--- src/rtl/score_pkg.sv ---
// Shared types and default constants for the score keeper.
package score_pkg;

   typedef enum logic [1:0] {
      IDLE    = 2'b00,
      PLAYING = 2'b01,
      FINAL   = 2'b10
   } phase_e;

   typedef logic [3:0] bcd_t;

   localparam int MAX_SCORE_DEFAULT    = 18;
   localparam int BLINK_FRAMES_DEFAULT = 30;

endpackage

--- src/rtl/bin_to_bcd5.sv ---
// Combinational 5-bit binary (0..31) to two-digit BCD converter.
module bin_to_bcd5
   import score_pkg::*;
(
   input  logic [4:0] bin,
   output bcd_t       tens,
   output bcd_t       ones
);

   always_comb begin
      if (bin >= 5'd30) begin
         tens = 4'd3;
         ones = 4'(bin - 5'd30);
      end else if (bin >= 5'd20) begin
         tens = 4'd2;
         ones = 4'(bin - 5'd20);
      end else if (bin >= 5'd10) begin
         tens = 4'd1;
         ones = 4'(bin - 5'd10);
      end else begin
         tens = 4'd0;
         ones = bin[3:0];
      end
   end

endmodule

--- src/rtl/score_keeper.sv ---
// Current/final/high score tracker with BCD outputs for the hex drivers.
// Define SCORE_BLINK_EN to build the frame-synchronised high-score blink logic.
module score_keeper
   import score_pkg::*;
#(
   parameter int MAX_SCORE    = MAX_SCORE_DEFAULT,
   parameter int BLINK_FRAMES = BLINK_FRAMES_DEFAULT
) (
   input  logic       Clk,
   input  logic       Reset,
   input  logic       frame_clk,
   input  logic       play,
   input  logic       gameover,
   input  logic [4:0] score,
   output bcd_t       cur_tens,
   output bcd_t       cur_ones,
   output bcd_t       high_tens,
   output bcd_t       high_ones,
   output logic       high_blank,
   output logic       new_high,
   output logic [1:0] phase
);

   phase_e     state_q, state_d;
   logic [4:0] cur_score_q, cur_score_d;
   logic [4:0] high_score_q, high_score_d;
   logic       new_high_q, new_high_d;
   logic [4:0] sat_score;
   logic       enter_playing;
   bcd_t       cur_tens_d, cur_ones_d, high_tens_d, high_ones_d;
   bcd_t       cur_tens_q, cur_ones_q, high_tens_q, high_ones_q;

   always_comb begin
      state_d = state_q;
      case (state_q)
         IDLE: begin
            if (gameover)  state_d = FINAL;
            else if (play) state_d = PLAYING;
         end
         PLAYING: begin
            if (gameover)  state_d = FINAL;
            else if (!play) state_d = IDLE;
         end
         FINAL: begin
            if (!gameover) state_d = play ? PLAYING : IDLE;
         end
         default: state_d = IDLE;
      endcase
   end

   // The final score is the saturated sample taken on the edge leaving PLAYING.
   always_comb begin
      sat_score     = (score > 5'(MAX_SCORE)) ? 5'(MAX_SCORE) : score;
      enter_playing = (state_d == PLAYING) && (state_q != PLAYING);
      cur_score_d   = cur_score_q;
      high_score_d  = high_score_q;
      new_high_d    = new_high_q;
      if (enter_playing) begin
         cur_score_d = 5'd0;
         new_high_d  = 1'b0;
      end else if (state_q == PLAYING) begin
         cur_score_d = sat_score;
         if (state_d == FINAL) begin
            if (sat_score > high_score_q) begin
               high_score_d = sat_score;
               new_high_d   = 1'b1;
            end else begin
               new_high_d = 1'b0;
            end
         end
      end
   end

   bin_to_bcd5 u_cur_bcd (
      .bin  (cur_score_q),
      .tens (cur_tens_d),
      .ones (cur_ones_d)
   );

   bin_to_bcd5 u_high_bcd (
      .bin  (high_score_q),
      .tens (high_tens_d),
      .ones (high_ones_d)
   );

   always_ff @(posedge Clk or negedge Reset) begin
      if (!Reset) begin
         state_q      <= IDLE;
         cur_score_q  <= 5'd0;
         high_score_q <= 5'd0;
         new_high_q   <= 1'b0;
         cur_tens_q   <= 4'd0;
         cur_ones_q   <= 4'd0;
         high_tens_q  <= 4'd0;
         high_ones_q  <= 4'd0;
      end else begin
         state_q      <= state_d;
         cur_score_q  <= cur_score_d;
         high_score_q <= high_score_d;
         new_high_q   <= new_high_d;
         cur_tens_q   <= cur_tens_d;
         cur_ones_q   <= cur_ones_d;
         high_tens_q  <= high_tens_d;
         high_ones_q  <= high_ones_d;
      end
   end

   assign cur_tens  = cur_tens_q;
   assign cur_ones  = cur_ones_q;
   assign high_tens = high_tens_q;
   assign high_ones = high_ones_q;
   assign new_high  = new_high_q;
   assign phase     = state_q;

`ifdef SCORE_BLINK_EN
   localparam int CNT_W = (BLINK_FRAMES > 1) ? $clog2(BLINK_FRAMES) : 1;

   logic [2:0]       frame_sync_q, frame_sync_d;
   logic             frame_tick;
   logic             enter_final;
   logic [CNT_W-1:0] blink_cnt_q, blink_cnt_d;
   logic             blink_phase_q, blink_phase_d;
   logic             high_blank_q, high_blank_d;

   // Bits [1:0] synchronise frame_clk; bit [2] remembers the previous level.
   always_comb begin
      frame_sync_d = {frame_sync_q[1:0], frame_clk};
      frame_tick   = frame_sync_q[1] & ~frame_sync_q[2];
      enter_final  = (state_d == FINAL) && (state_q != FINAL);
      blink_cnt_d   = blink_cnt_q;
      blink_phase_d = blink_phase_q;
      if (enter_final) begin
         blink_cnt_d   = '0;
         blink_phase_d = 1'b0;
      end else if ((state_q == FINAL) && new_high_q && frame_tick) begin
         if (blink_cnt_q == CNT_W'(BLINK_FRAMES - 1)) begin
            blink_cnt_d   = '0;
            blink_phase_d = ~blink_phase_q;
         end else begin
            blink_cnt_d = blink_cnt_q + 1'b1;
         end
      end
      high_blank_d = (state_d == FINAL) & new_high_d & blink_phase_d;
   end

   always_ff @(posedge Clk or negedge Reset) begin
      if (!Reset) begin
         frame_sync_q  <= 3'b000;
         blink_cnt_q   <= '0;
         blink_phase_q <= 1'b0;
         high_blank_q  <= 1'b0;
      end else begin
         frame_sync_q  <= frame_sync_d;
         blink_cnt_q   <= blink_cnt_d;
         blink_phase_q <= blink_phase_d;
         high_blank_q  <= high_blank_d;
      end
   end

   assign high_blank = high_blank_q;
`else
   logic unused_blink_cfg;

   assign unused_blink_cfg = frame_clk ^ (BLINK_FRAMES > 1);
   assign high_blank       = 1'b0;
`endif

endmodule

--- config.mk ---
export PLATFORM = sky130hd
export DESIGN_NAME = score_keeper
export DESIGN_NICKNAME = d
export VERILOG_FILES = /design/src/rtl/score_pkg.sv /design/src/rtl/bin_to_bcd5.sv /design/src/rtl/score_keeper.sv
export SDC_FILE = /design/constraint.sdc
export NUM_CORES = 1
export LEC_CHECK = 0
export CAP_MARGIN = 0
export CORE_MARGIN = 5
export CORE_UTILIZATION = 40
export DETAILED_ROUTE_END_ITERATION = 12
export PLACE_DENSITY = 0.75
export SLEW_MARGIN = 20
export SYNTH_ARGS = -nofsm -noshare
export SYNTH_HDL_FRONTEND = slang
export SYNTH_SLANG_ARGS = --single-unit
--- constraint.sdc ---
create_clock -name Clk -period 2.9 [get_ports Clk]
set_input_delay 0.29 -clock Clk [delete_from_list [all_inputs] [get_ports Clk]]
set_output_delay 0.29 -clock Clk [all_outputs]
set_load 0.1 [all_outputs]
Word-level counts from Yosys, hierarchy flattened
Index checks and enable logic that the tools add are counted.

storage, ports and cells
  register bits = 29
  latch bits = 0
  memory bits (writable) = 0
  bits in read-only memories = 0
  memories = 0

operators by class
  add/subtract/negate cells = 6
  multiply operators = 0
  div/mod/pow operators = 0
  magnitude comparators = 8
  eq/ne operators = 5
  shifts and indexed selects = 0
  mux-type cells = 26
  bitwise gates (word level) = 1
  reductions and logical operators = 6

operators with widths
  operator                                                            number
  2-to-1 mux 4 bit                                                    10
  greater-or-equal comparator 5 bit (second input constant)           4
  subtractor 4 bit (second input constant)                            4
  2-to-1 mux 5 bit                                                    3
  greater-or-equal comparator 5 x 4 -> 1 bit (second input constant)  2
  2-to-1 mux 2 bit                                                    5
  subtractor 4 x 3 -> 4 bit (second input constant)                   2
  2-to-1 mux 1 bit                                                    7
  case mux 2 bit (3 select lines)                                     1
  greater-than comparator 5 bit                                       1
  greater-than comparator 5 bit (second input constant)               1
  == test 2 x 1 -> 1 bit (second input constant)                      2
  == test 2 bit (second input constant)                               2
  AND reduction 4 bit                                                 1
  nonzero test 2 bit                                                  2
  logical NOT 2 bit                                                   1
  != test 2 x 1 -> 1 bit (second input constant)                      1
  AND reduction 2 bit                                                 1
  logical AND 1 bit                                                   1
  inverter 1 bit                                                      1

Logic depth before layout (Yosys ltp)
  depth in word-level cells = 7
  mapped depth = 9
  gate-level depth less buffers = 8

Hierarchy
A second synthesis with hierarchy kept.

second synthesis, totals
  cell total of the unflattened synthesis = 150
  area total of the unflattened synthesis = 1630.3 µm²

modules (own cells, without submodules)
  module        times used  cells an instance  area each (µm²)  seq. area each (µm²)
  score_keeper  1           84                 1072.3           725.7
  bin_to_bcd5   2           33                 279.0            0.0

Least setup slack after synthesis
OpenSTA, ideal clock, no wires.

  path kind = input -> register
  from = input port score[3]
  to = register high_score_q[0]
  library setup time = 0.137 ns
  arrival = 1.968 ns
  data required time = 2.763 ns
  setup slack = 0.795 ns
  cell stages on the path = 9
  buffers on the path = 1
  path through = or2_2 a21oi_1 inv_1 ha_1 nand4_1 o221ai_1 or3b_1 buf_6 mux2i_1

on the way
  cells in the longest elaborated chain, start to end = 4

RTL lines
  item                           RTL line            RTL
  from (decl)                    score_keeper.sv:14  input logic [4:0] score,
  greater-than comparator 5 bit  score_keeper.sv:53  sat_score = (score > 5'(MAX_SCORE)) ? 5'(MAX_SCORE) : score;
  2-to-1 mux 5 bit               score_keeper.sv:53
  net sat_score[1]               score_keeper.sv:28  logic [4:0] sat_score;
  greater-than comparator 5 bit  score_keeper.sv:64  if (sat_score > high_score_q) begin
  AND reduction 4 bit (no line)  n/a
  to (signal assigned)           score_keeper.sv:99  high_score_q <= high_score_d;
  to (decl)                      score_keeper.sv:26  logic [4:0] high_score_q, high_score_d;

The timed path passes the listed nets, and every way through them passes these cells.
A chain may end at the register's enable or synchronous reset.

Worst setup path after layout
Ends and elaborated chain as after synthesis.

==> impl_metrics.env <==
export IMPL_slowest_stage="or3b_1"
export IMPL_r2r_start="high_score_q[4]$_DFFE_PN0P_"
export IMPL_yosysWarnings=0
export IMPL_start_util_pct=40.8
export IMPL_final_cell_mix="dfrtp_1 (25), buf_4 (16), ha_1 (15), inv_1 (14), nand2_1 (14)"
export IMPL_die_area_um2=4990
export IMPL_grt_pass1_vias=1112
export IMPL_grt_overflow_total=0
export IMPL_switching_share_pct=41.9
export IMPL_die_x_um=70.7
export IMPL_detail_route_wl_per_cell_um=13.0
export IMPL_max_freq_ghz=0.402
export IMPL_p_comb_share_pct=38.2
export IMPL_p_clk_share_pct=20.2
export IMPL_outcome="finished, final reports clean"
export IMPL_drt_iter0_drc=18
export IMPL_vias=1114
export IMPL_ys_ff_latch=25
export IMPL_n_antenna_cell=0
export IMPL_worstPathCellList="clkdlybuf4s50_1, or2_2, a21oi_1, inv_1, ha_1, nand4_1, o221ai_1, or3b_1, mux2i_1"
export IMPL_setup_viol=0
export IMPL_area_delta_synth_final_pct=17.0
export IMPL_track_usage_pct=11.8
export IMPL_fin_hold_ws_ps=374
export IMPL_ys_seq_area_share_pct=42.5
export IMPL_p_leak_nw=0.858
export IMPL_worstHoldPathType="input pin to async pin"
export IMPL_start_kind="input pin"
export IMPL_postSynthCellCount=144
export IMPL_powerDensity_nw_per_um2=569
export IMPL_grt_antenna_before_repair=0
export IMPL_peakVddDrop_mv=0.269
export IMPL_synth_top_cell_area_share_pct=42.5
export IMPL_cts_tree="done"
export IMPL_cp_startpoint="score[3]"
export IMPL_post_route_min_period_ps=2490
export IMPL_io_pins=30
export IMPL_grt_max_degree=26
export IMPL_die_y_um=70.7
export IMPL_netlist_area_um2=1470
export IMPL_critPathMaxStageDelay_ps=520
export IMPL_critPathKind="input pin to flip-flop"
export IMPL_vias_per_cell=5.21
export IMPL_post_route_period_util_pct=85.8
export IMPL_total_power_w=0.000980
export IMPL_rsz0062_at_grt="no"
export IMPL_hold_violations=0
export IMPL_cts_sinks=25
export IMPL_clkTransAtPathRegs_ps=80
export IMPL_synth_cell_types=39
export IMPL_grt_first_pass_wirelength_um=4820
export IMPL_clk_latency_ps=260
export IMPL_io_buffers=23
export IMPL_crit_arrival_ps=2620
export IMPL_htreeDepth=1
export IMPL_clock_path_buffers=2
export IMPL_sequentialPowerShare_pct=41.6
export IMPL_final_nets=192
export IMPL_dr_pass1_iters=4
export IMPL_reg2reg_slack_ps=830
export IMPL_finalClockSkew_ps=0.614
export IMPL_core_area_um2=3610
export IMPL_synth_area_leader_cell="dfrtp_1"
export IMPL_place_ws_ps=159
export IMPL_cp_end_kind="flip-flop"
export IMPL_crit_fanout=6
export IMPL_cts_setup_buffers=0
export IMPL_cts_root_buf="clkbuf_8"
export IMPL_drv_slew=0
export IMPL_cts_buffers=3
export IMPL_final_common_cell="dfrtp_1"
export IMPL_drv_cap=0
export IMPL_required_ps=3030
export IMPL_fill_cells=343
export IMPL_fin_area_um2=1720
export IMPL_placed_area_um2=1680
export IMPL_fin_ws_ps=413
export IMPL_final_setup_tns_ps=0
export IMPL_r2r_end="high_score_q[0]$_DFFE_PN0P_"
export IMPL_avgSynthCellArea_um2=10.2
export IMPL_place_hpwl_um=2200
export IMPL_routed_wl_um=2790
export IMPL_drc_errors=0
export IMPL_ant_nets=0
export IMPL_gp_congestion=0.780
export IMPL_power_switching_w=0.000411
export IMPL_synth_area_leaders="dfrtp_1 (42%), ha_1 (13%), mux2_2 (4.6%)"
export IMPL_cts_resized=0
export IMPL_crit_end="high_score_q[0]$_DFFE_PN0P_"
export IMPL_ctsHoldBuffers=0
export IMPL_reg2reg_depth=6
export IMPL_drive_gt1_share_pct=16.3
export IMPL_p_int_w=0.000569
export IMPL_rows=22
==> cell type report <==
type	instances	area, um2	area share (%)
inverters	14	52.6	3.05
clock inverters	1	5.00	0.290
multi-input cells	99	738	42.8
well taps	48	60.1	3.49
clock buffers	3	41.3	2.40
repair buffers	24	200	11.6
flip-flops and latches	25	626	36.3
==> power by group through the flow <==
stage | Clock (W) | Combinational [W] | Sequential [W]
after floorplan | 0 | 0.000124 | 0.000585
after global placement | 0 | 0.000368 | 0.000413
after detailed placement | 0 | 0.000374 | 0.000415
after CTS | 0.000206 | 0.000376 | 0.000408
after global routing | 0.000218 | 0.000396 | 0.000413
final | 0.000198 | 0.000374 | 0.000408
==> critical path: cells and delay by family <==
family                   cells  cell delay (ps)
buffers and inverters        2              500
multiplexers                 1              160
AO/OA/AOI/OAI                2              440
adder cells (fa/ha/maj)      1              280
AND/OR/NAND/NOR              3              940
==> cells in the mapped netlist (all sizes together) <==
| library cell | number |
|---|---|
| a32o | 1 |
| inv | 14 |
| o21a | 1 |
| mux2i | 5 |
| or3b | 1 |
| o32a | 1 |
| nand3b | 2 |
| nor3b | 1 |
| nand4 | 2 |
| a31oi | 1 |
| o31a | 1 |
| xnor2 | 2 |
| and2 | 1 |
| nor2b | 3 |
| mux2 | 6 |
| clkbuf | 3 |
| and3b | 1 |
| o221ai | 2 |
| o22a | 1 |
| ha | 15 |
| o211ai | 3 |
| nor4bb | 1 |
| or3 | 2 |
| or2 | 1 |
| nor3 | 2 |
| o31ai | 1 |
| dfrtp | 25 |
| o22ai | 5 |
| a21oi | 7 |
| nor2 | 2 |
| a311oi | 1 |
| nand2 | 14 |
| o21ai | 4 |
| conb | 1 |
| a21boi | 1 |
| nand2b | 3 |
| buf | 7 |
==> kinds of logic (layout without fill, tap and decap cells) <==
group / count (synthesis) / after routing / synth area share (%)
muxes: 11 / 11 / 7.99
xor gates and xnor gates: 2 / 2 / 1.19
buffers and inverters: 24 / 42 / 8.41
AOI/OAI and AO/OA: 30 / 30 / 13.7
DFF: 25 / 25 / 42.5
adders and majority gates: 15 / 15 / 12.7
other: 1 / 5 / 0.255
and+or+nand+nor: 36 / 36 / 13.3
==> how the worst min path moves through the flow <==
stage | start | slack (ps) | to
6_report | Reset | 370 | high_score_q[3]$_DFFE_PN0P_
5_1_grt | Reset | 400 | cur_score_q[0]$_DFFE_PN0P_
4_1_cts | Reset | 390 | high_ones[3]$_DFF_PN0_
3_5_place_dp | cur_score_q[0]$_DFFE_PN0P_ | 480 | cur_ones[0]$_DFF_PN0_
3_3_place_gp | cur_score_q[0]$_DFFE_PN0P_ | 470 | cur_ones[0]$_DFF_PN0_
2_1_floorplan | Reset | -6 | cur_ones[0]$_DFF_PN0_
==> flip-flops by register name, summed over array words and instances, names as in the netlist <==
signal        flops
cur_score_q       5
high_score_q      5
cur_ones          4
high_ones         4
cur_tens          2
high_tens         2
phase             2
new_high          1
==> routing by layer <==
metal	share of wire (%)	GRT usage (%)
met1	42	13.9
met2	49	19.4
met3	5.6	2.70
met4	2.9	7.31
met5	0	0
==> through the flow <==
step	cells	util (%)
2_1_floorplan	148	-
3_5_place_dp	210	46.5
4_1_cts	214	47.8
6_report	214	47.8
5_1_grt	214	47.8
3_3_place_gp	210	46.5
No activity file was read; power rests on OpenSTA's default activity.
